**src/rtl/bcd_digit_serializer.sv**
```systemverilog
// Serializes a packed BCD word into one digit per ready/valid beat, MSD first,
// flagging leading zeros, out-of-range digits and the final beat.
module bcd_digit_serializer #(
  parameter int unsigned DIGITS_NUM = 6,
  localparam int unsigned IW = (DIGITS_NUM > 1) ? $clog2(DIGITS_NUM) : 1,
  localparam int unsigned DW = 4 * DIGITS_NUM
) (
  input  logic          clk_in,
  input  logic          reset_in,
  input  logic          start_in,
  input  logic [DW-1:0] digits_in,
  output logic          busy_out,
  output logic          valid_out,
  input  logic          ready_in,
  output logic [3:0]    digit_out,
  output logic [IW-1:0] index_out,
  output logic          blank_out,
  output logic          bad_out,
  output logic          last_out,
  output logic          done_out
);

  localparam logic [1:0] ST_IDLE = 2'd0;
  localparam logic [1:0] ST_SEND = 2'd1;
  localparam logic [1:0] ST_DONE = 2'd2;

  logic [1:0]    state_q, state_d;
  logic [DW-1:0] cap_q, cap_d;
  logic [IW-1:0] idx_q, idx_d;
  logic          busy_q, busy_d;
  logic          valid_q, valid_d;
  logic [3:0]    digit_q, digit_d;
  logic [IW-1:0] index_q, index_d;
  logic          blank_q, blank_d;
  logic          bad_q, bad_d;
  logic          last_q, last_d;
  logic          done_q, done_d;
  logic [3:0]    sel_digit;
  logic          lead_nz;

  // Next state plus output values derived from the next state so every output is a flop.
  always_comb begin
    state_d   = state_q;
    cap_d     = cap_q;
    idx_d     = idx_q;
    sel_digit = 4'd0;
    lead_nz   = 1'b0;

    case (state_q)
      ST_IDLE: begin
        if (start_in) begin
          cap_d   = digits_in;
          idx_d   = IW'(DIGITS_NUM - 1);
          state_d = ST_SEND;
        end
      end
      ST_SEND: begin
        // valid_out is always high in SEND, so ready_in alone completes a beat
        if (ready_in) begin
          if (idx_q == '0) state_d = ST_DONE;
          else             idx_d   = idx_q - IW'(1);
        end
      end
      ST_DONE: state_d = ST_IDLE;
      default: state_d = ST_IDLE;
    endcase

    // A digit is blanked only while every digit at or above it is zero
    for (int unsigned k = 0; k < DIGITS_NUM; k++) begin
      if (IW'(k) == idx_d) sel_digit = cap_d[4*k +: 4];
      if ((k >= 32'(idx_d)) && (cap_d[4*k +: 4] != 4'd0)) lead_nz = 1'b1;
    end

    valid_d = (state_d == ST_SEND);
    busy_d  = (state_d != ST_IDLE);
    done_d  = (state_d == ST_DONE);
    digit_d = valid_d ? sel_digit : 4'd0;
    index_d = valid_d ? idx_d : '0;
    blank_d = valid_d && (idx_d != '0) && !lead_nz;
    bad_d   = valid_d && (sel_digit > 4'd9);
    last_d  = valid_d && (idx_d == '0);
  end

  always_ff @(posedge clk_in or posedge reset_in) begin
    if (reset_in) begin
      state_q <= ST_IDLE;
      cap_q   <= '0;
      idx_q   <= '0;
      busy_q  <= 1'b0;
      valid_q <= 1'b0;
      digit_q <= 4'd0;
      index_q <= '0;
      blank_q <= 1'b0;
      bad_q   <= 1'b0;
      last_q  <= 1'b0;
      done_q  <= 1'b0;
    end else begin
      state_q <= state_d;
      cap_q   <= cap_d;
      idx_q   <= idx_d;
      busy_q  <= busy_d;
      valid_q <= valid_d;
      digit_q <= digit_d;
      index_q <= index_d;
      blank_q <= blank_d;
      bad_q   <= bad_d;
      last_q  <= last_d;
      done_q  <= done_d;
    end
  end

  assign busy_out  = busy_q;
  assign valid_out = valid_q;
  assign digit_out = digit_q;
  assign index_out = index_q;
  assign blank_out = blank_q;
  assign bad_out   = bad_q;
  assign last_out  = last_q;
  assign done_out  = done_q;

endmodule
```
**config.mk**
```make
export PLATFORM = sky130hd
export DESIGN_NAME = bcd_digit_serializer
export DESIGN_NICKNAME = d
export VERILOG_FILES = /design/src/rtl/bcd_digit_serializer.sv
export SDC_FILE = /design/constraint.sdc
export NUM_CORES = 1
export LEC_CHECK = 0
export ABC_AREA = 1
export ABC_CLOCK_PERIOD_IN_PS = 3700
export CAP_MARGIN = 25
export CORE_AREA = 2 2 75 48
export CTS_BUF_LIST = sky130_fd_sc_hd__clkbuf_4 sky130_fd_sc_hd__clkbuf_8 sky130_fd_sc_hd__clkbuf_16
export CTS_CLUSTER_DIAMETER = 150
export DETAILED_ROUTE_END_ITERATION = 7
export DIE_AREA = 0 0 77 50
export DONT_BUFFER_PORTS = 1
export PLACE_DENSITY = 0.89
export SYNTH_ARGS = -nofsm -noshare
export SYNTH_HDL_FRONTEND = slang
export SYNTH_SLANG_ARGS = --single-unit
```
**constraint.sdc**
```tcl
create_clock -name clk_in -period 3.7 [get_ports clk_in]
set_input_delay 0.74 -clock clk_in [delete_from_list [all_inputs] [get_ports clk_in]]
set_output_delay 0.74 -clock clk_in [all_outputs]
set_load 0.1 [all_outputs]
```
Word level (Yosys, flattened, before mapping) --
Cells that the tools add are included. Widths: inputs -> output; s select.
Storage, ports and cells: register bits after elaboration 42, input bits 28, output and inout bits 13, word-level logic and storage cells 73
Cells by class: $add $sub $neg 1, magnitude comparators 7, eq/ne operators 8, multiplexer cells 24, reduce and logical (&&, ||, !) cells 22
Operators with widths (number):
- $mux 24 | 2
- $mux 4 | 7
- $reduce_bool 4->1 | 6
- $mux 3 | 4
- $logic_and 1x1->1 | 10
- $eq 2x3->1 const A | 2
- $eq 3x3->1 const A | 2
- $ge 1x3->1 const A | 2
- $ge 2x3->1 const A | 2
- $ge 3x3->1 const A | 2
- $logic_not 3->1 | 2
- $mux 1 | 6
- $mux 2 | 3
- $pmux 3 s2 | 1
- $eq 2x1->1 const B | 2
- $gt 4x4->1 const B | 1
- $pmux 2 s2 | 1
- $eq 1x3->1 const A | 1
- $reduce_bool 3->1 | 1
- $sub 3x1->3 const B | 1
- $eq 2x2->1 const B | 1
- $logic_not 2->1 | 1
- $reduce_bool 2->1 | 1
- $logic_not 1->1 | 1

Logic depth before layout (Yosys ltp) --
depth in word-level cells 14, mapped depth 16, gate-level depth less buffers 16

Worst setup path before layout --
Ideal clock, no wire load.
kind in2reg, start in start_in, end reg bad_q, in the netlist bad_out, library setup time 0.121 ns, arrival time 1.732 ns, required time 3.579 ns, path slack 1.847 ns, cell stages on the path 10, buffers on the path 0, cell sequence nor2_1 > nor2_2 > inv_2 > nand2_1 > nand2_2 > nor2_2 > nand2_1 > or2_1 > nand2_1 > a21oi_1
Between the ends: word-level cells in the longest chain between the ends 11, elaborated cells on any way between the ends 21, those cells by class 1 x order compare; 6 x eq/ne; 12 x mux; 2 x reduce/logical
Ends and longest elaborated chain:
- start: declaration | RTL line 10 | input logic start_in,
- $mux 3 * | RTL line 51 | if (start_in) begin
- $pmux 3 s2 * | RTL line 49 | case (state_q)
- via idx_d[1] | RTL line 29 | logic [IW-1:0] idx_q, idx_d;
- $logic_not 3->1 | RTL line 70 | if (IW'(k) == idx_d) sel_digit = cap_d[4*k +: 4];
- $mux 4 (5 in a row) | RTL line 70
- $mux 4 * | RTL line 70
- $gt 4x4->1 * | RTL line 80 | bad_d = valid_d && (sel_digit > 4'd9);
- $logic_and 1x1->1 * | RTL line 80
- via bad_d | RTL line 35 | logic bad_q, bad_d;
- end signal: assignment | RTL line 94 | bad_q <= 1'b0;
- end signal: assignment | RTL line 106 | bad_q <= bad_d;
- end: declaration | RTL line 35
Mark *: on every way through the listed nets, which the timed path passes. The rest lies on a longest branch.

Worst setup path in the final report --
start reg idx_q[0], end reg bad_q, in the netlist bad_out
Between the ends: word-level cells in the longest chain between the ends 13, elaborated cells on any way between the ends 24, those cells by class 1 x add/sub; 1 x order compare; 6 x eq/ne; 13 x mux; 3 x reduce/logical
Ends and longest elaborated chain:
- start: declaration | RTL line 29
- start signal: assignment | RTL line 100 | idx_q <= idx_d;
- $sub 3x1->3 / $logic_not 3->1 (equally long branches) | RTL line 61, 60
- $mux 3 | RTL line 60 | if (idx_q == '0) state_d = ST_DONE;
- $mux 3 | RTL line 59 | if (ready_in) begin
- $pmux 3 s2 | RTL line 49
- $logic_not 3->1 | RTL line 70
- $mux 4 (6 in a row) | RTL line 70
- $gt 4x4->1 | RTL line 80
- $logic_and 1x1->1 * | RTL line 80
- via bad_d | RTL line 35
Marked as above.

==> metrics.yaml <==
outcome:
  run_status: "completed"
synth:
  post_synth.cell_area_avg_sq_um: 8.24
  synthesis.nets: 277
  ys_warn_count: 0
  synthDistinctLibCells: 27
  postSynthRegisterBits: 42
  seq_area_frac_synth_pct: 51.7
  synthesis.instances: 247
  synth.cell_area_sq_um: 2030
sta:
  worst_slew_pin_slew_ns: 0.930
  slew-limit-headroom_pct: 38.0
  final_critical_path_setup_slack_ns: 1.31
  grt_setup_unrepaired: "no"
  layout_worst_path_cycle_share_pct: 64.6
  fmax_mhz: 418
  min_period_ns: 2.39
  clock_skew_ns: 0.00722
  setup_violations: 0
  setup-tns-final_ns: 0
  timing.final.max_slew_violations: 0
  finalHoldViolations: 0
clocking:
  clk_root_buffer_cell: "sky130_fd_sc_hd__clkbuf_8"
  post_cts_resize_count: 0
  tritoncts_num_sinks: 42
  cts_inserted_buffers: 5
  cts-htree-levels: 2
  post_cts_hold_buffer_count: 0
  tritoncts: "done"
  cts.reportedPaths.clkPinSlew_ns: 0.08
  cts-root-to-sink-buffers: 2
  cts.repair_timing.setup_buffer_count: 0
  clk_latency_ns: 0.30
cells_and_area:
  number_of_filler_instances_in_the_final_layout: 252
  area_taken_by_multi_input_logic_gates_sq_um: 738
  seq_area_sq_um: 1050
  final_layout_size_suffix_gt1_share_pct: 14.7
  antenna_cells_inserted: 0
  layout_commonest_cell: "sky130_fd_sc_hd__nand2_1"
  area.growth.synth_to_final_pct: 6.46
  num-nets-final: 280
  layout.cells.most_common_list: "sky130_fd_sc_hd__nand2_1, sky130_fd_sc_hd__dfrtp_1, sky130_fd_sc_hd__inv_1"
critical_path:
  crit_required_ns: 3.88
  r2r-start: "idx_q[0]$_DFF_PP0_"
  worst_r2r_path_depth: 14
  timing_worst_setup_path_type: "reg -> reg"
  critPathLaunchType: "flip-flop"
  worstReg2RegEnd: "bad_out$_DFF_PP0_"
  critPathCaptureType: "flip-flop"
  timing.critical_path.fanout_max: 13
  regToRegSetupSlack_ns: 1.31
  crit_arrival_ns: 2.57
die:
  core_sq_um: 3160
  placement_rows: 16
  initial_standard_cell_utilization_of_the_core_pct: 64.3
  fp.dieArea_sq_um: 3850
  ios: 41
  die_outline_height_um: 50
  die_width_um: 77
global_route:
  first_global_vias: 1376
  antenna_found_initial: 0
  grt_remaining_overflow: 0
  grt_pass1_wl_um: 6650
  grt_start_max_net_pins: 43
  total_routing_usage_gr_pct: 22.6
detailed_routing:
  routed-via-count: 1543
  final_antenna_net_count: 0
  drt_pass1_iterations: 4
  drt-vias-per-instance: 5.21
  wl_per_cell_um: 13.5
  routed_wl_um: 3990
  drt-initial-drc-count: 151
  drc: 0
run:
  maxCapViolCount: 0
placed_design:
  hpwlAfterDp_um: 2980
  gp_routability_congestion: 0.873
  buffer_ports.inserted: 0
  dp_worst_setup_slack_ns: 1.14
hold_path:
  hold_path.class: "in -> async"
==> cells in the mapped netlist <==
cell type                  count  area, sq um
sky130_fd_sc_hd__nor2_4        1         11.3
sky130_fd_sc_hd__clkbuf_1      1         3.75
sky130_fd_sc_hd__nor2_1       14         52.6
sky130_fd_sc_hd__o21ai_2       4         35.0
sky130_fd_sc_hd__o21ai_1      19         95.1
sky130_fd_sc_hd__inv_2         9         33.8
sky130_fd_sc_hd__o21ai_0       3         15.0
sky130_fd_sc_hd__nand3_1      15         75.1
sky130_fd_sc_hd__a31oi_1       1         6.26
sky130_fd_sc_hd__or2_1         1         6.26
sky130_fd_sc_hd__buf_6         4         45.0
sky130_fd_sc_hd__nand2_2       4         25.0
sky130_fd_sc_hd__o22ai_1       2         12.5
sky130_fd_sc_hd__o21a_1        2         15.0
sky130_fd_sc_hd__dfrtp_1      42         1050
sky130_fd_sc_hd__mux2_2        1         11.3
sky130_fd_sc_hd__buf_4         1         7.51
sky130_fd_sc_hd__nand3_2       1         10.0
sky130_fd_sc_hd__ha_1          2         25.0
sky130_fd_sc_hd__buf_2         1         5.00
sky130_fd_sc_hd__o31ai_1       2         15.0
sky130_fd_sc_hd__inv_1        40          150
sky130_fd_sc_hd__nor2_2        6         37.5
sky130_fd_sc_hd__nor4_1        6         37.5
sky130_fd_sc_hd__nand2_1      60          225
sky130_fd_sc_hd__nand4_1       2         12.5
sky130_fd_sc_hd__a21oi_1       3         15.0
==> cells by family after synthesis <==
group                      Yosys count  synth area share [%]
muxes                                1                 0.553
AOI/OAI and AO/OA                   36                  10.3
DFF                                 42                  51.7
and+or+nand+nor                    110                  24.2
buffers and inverters               56                  12.1
adders and majority gates            2                  1.23
==> metrics by stage <==
stage | hold slack [ns] | utilization, % | area [sq um] | cells
final | 0.453 | 68.5 | 2170 | 296
after global routing | 0.509 | 68.5 | 2170 | 296
after CTS | 0.472 | 68.5 | 2170 | 296
after global placement | 0.485 | 64.9 | 2050 | 288
after detailed placement | 0.517 | 64.9 | 2050 | 288
after floorplan | 0.464 | - | 2030 | 247
==> state kept, by name, summed over array words and instances, names as in the netlist <==
register	cells
cap_q	24
last_out	1
idx_q	3
done_out	1
blank_out	1
digit_out	4
index_out	3
valid_out	1
busy_out	1
bad_out	1
state_q	2
==> critical path: stages, from the launching register on <==
cell and delay [ns]:
sky130_fd_sc_hd__dfrtp_1 0.37, sky130_fd_sc_hd__inv_1 0.09, sky130_fd_sc_hd__ha_1 0.24, sky130_fd_sc_hd__nand2_2 0.13, sky130_fd_sc_hd__nand3_1 0.12, sky130_fd_sc_hd__o21ai_2 0.47
sky130_fd_sc_hd__inv_2 0.21, sky130_fd_sc_hd__nor2_2 0.20, sky130_fd_sc_hd__nand2_1 0.07, sky130_fd_sc_hd__nand2_1 0.07, sky130_fd_sc_hd__inv_1 0.05, sky130_fd_sc_hd__nand2_1 0.05
sky130_fd_sc_hd__nand2_1 0.05, sky130_fd_sc_hd__nand2_1 0.09, sky130_fd_sc_hd__a21oi_1 0.08
==> layout make-up <==
class,instances,share of cell area [%]
Clock buffer,6,3.52
Clock inverter,2,1.73
Inverter,49,8.49
Multi-Input combinational cell,149,34.1
Sequential cell,42,48.5
Tap cell,45,2.60
Timing Repair Buffer,3,1.04
==> worst max path at each step <==
stage | startpoint | endpoint
floorplan | start_in | bad_out$_DFF_PP0_
global placement | start_in | bad_out$_DFF_PP0_
detailed placement | start_in | bad_out$_DFF_PP0_
CTS | state_q[0]$_DFF_PP0_ | bad_out$_DFF_PP0_
global route | state_q[0]$_DFF_PP0_ | bad_out$_DFF_PP0_
finish | idx_q[0]$_DFF_PP0_ | bad_out$_DFF_PP0_
==> metal layers <==
layer,up-vias,track usage (%),wire length (um)
met3,6,6.78,276
met1,697,33.3,2060
met4,0,6.25,38
met2,62,32.5,1620
met5,-,0,0
li1,778,-,-
Power is not shown: default switching activity piles up to over one toggle a cycle in this logic, so the estimate is an artifact.
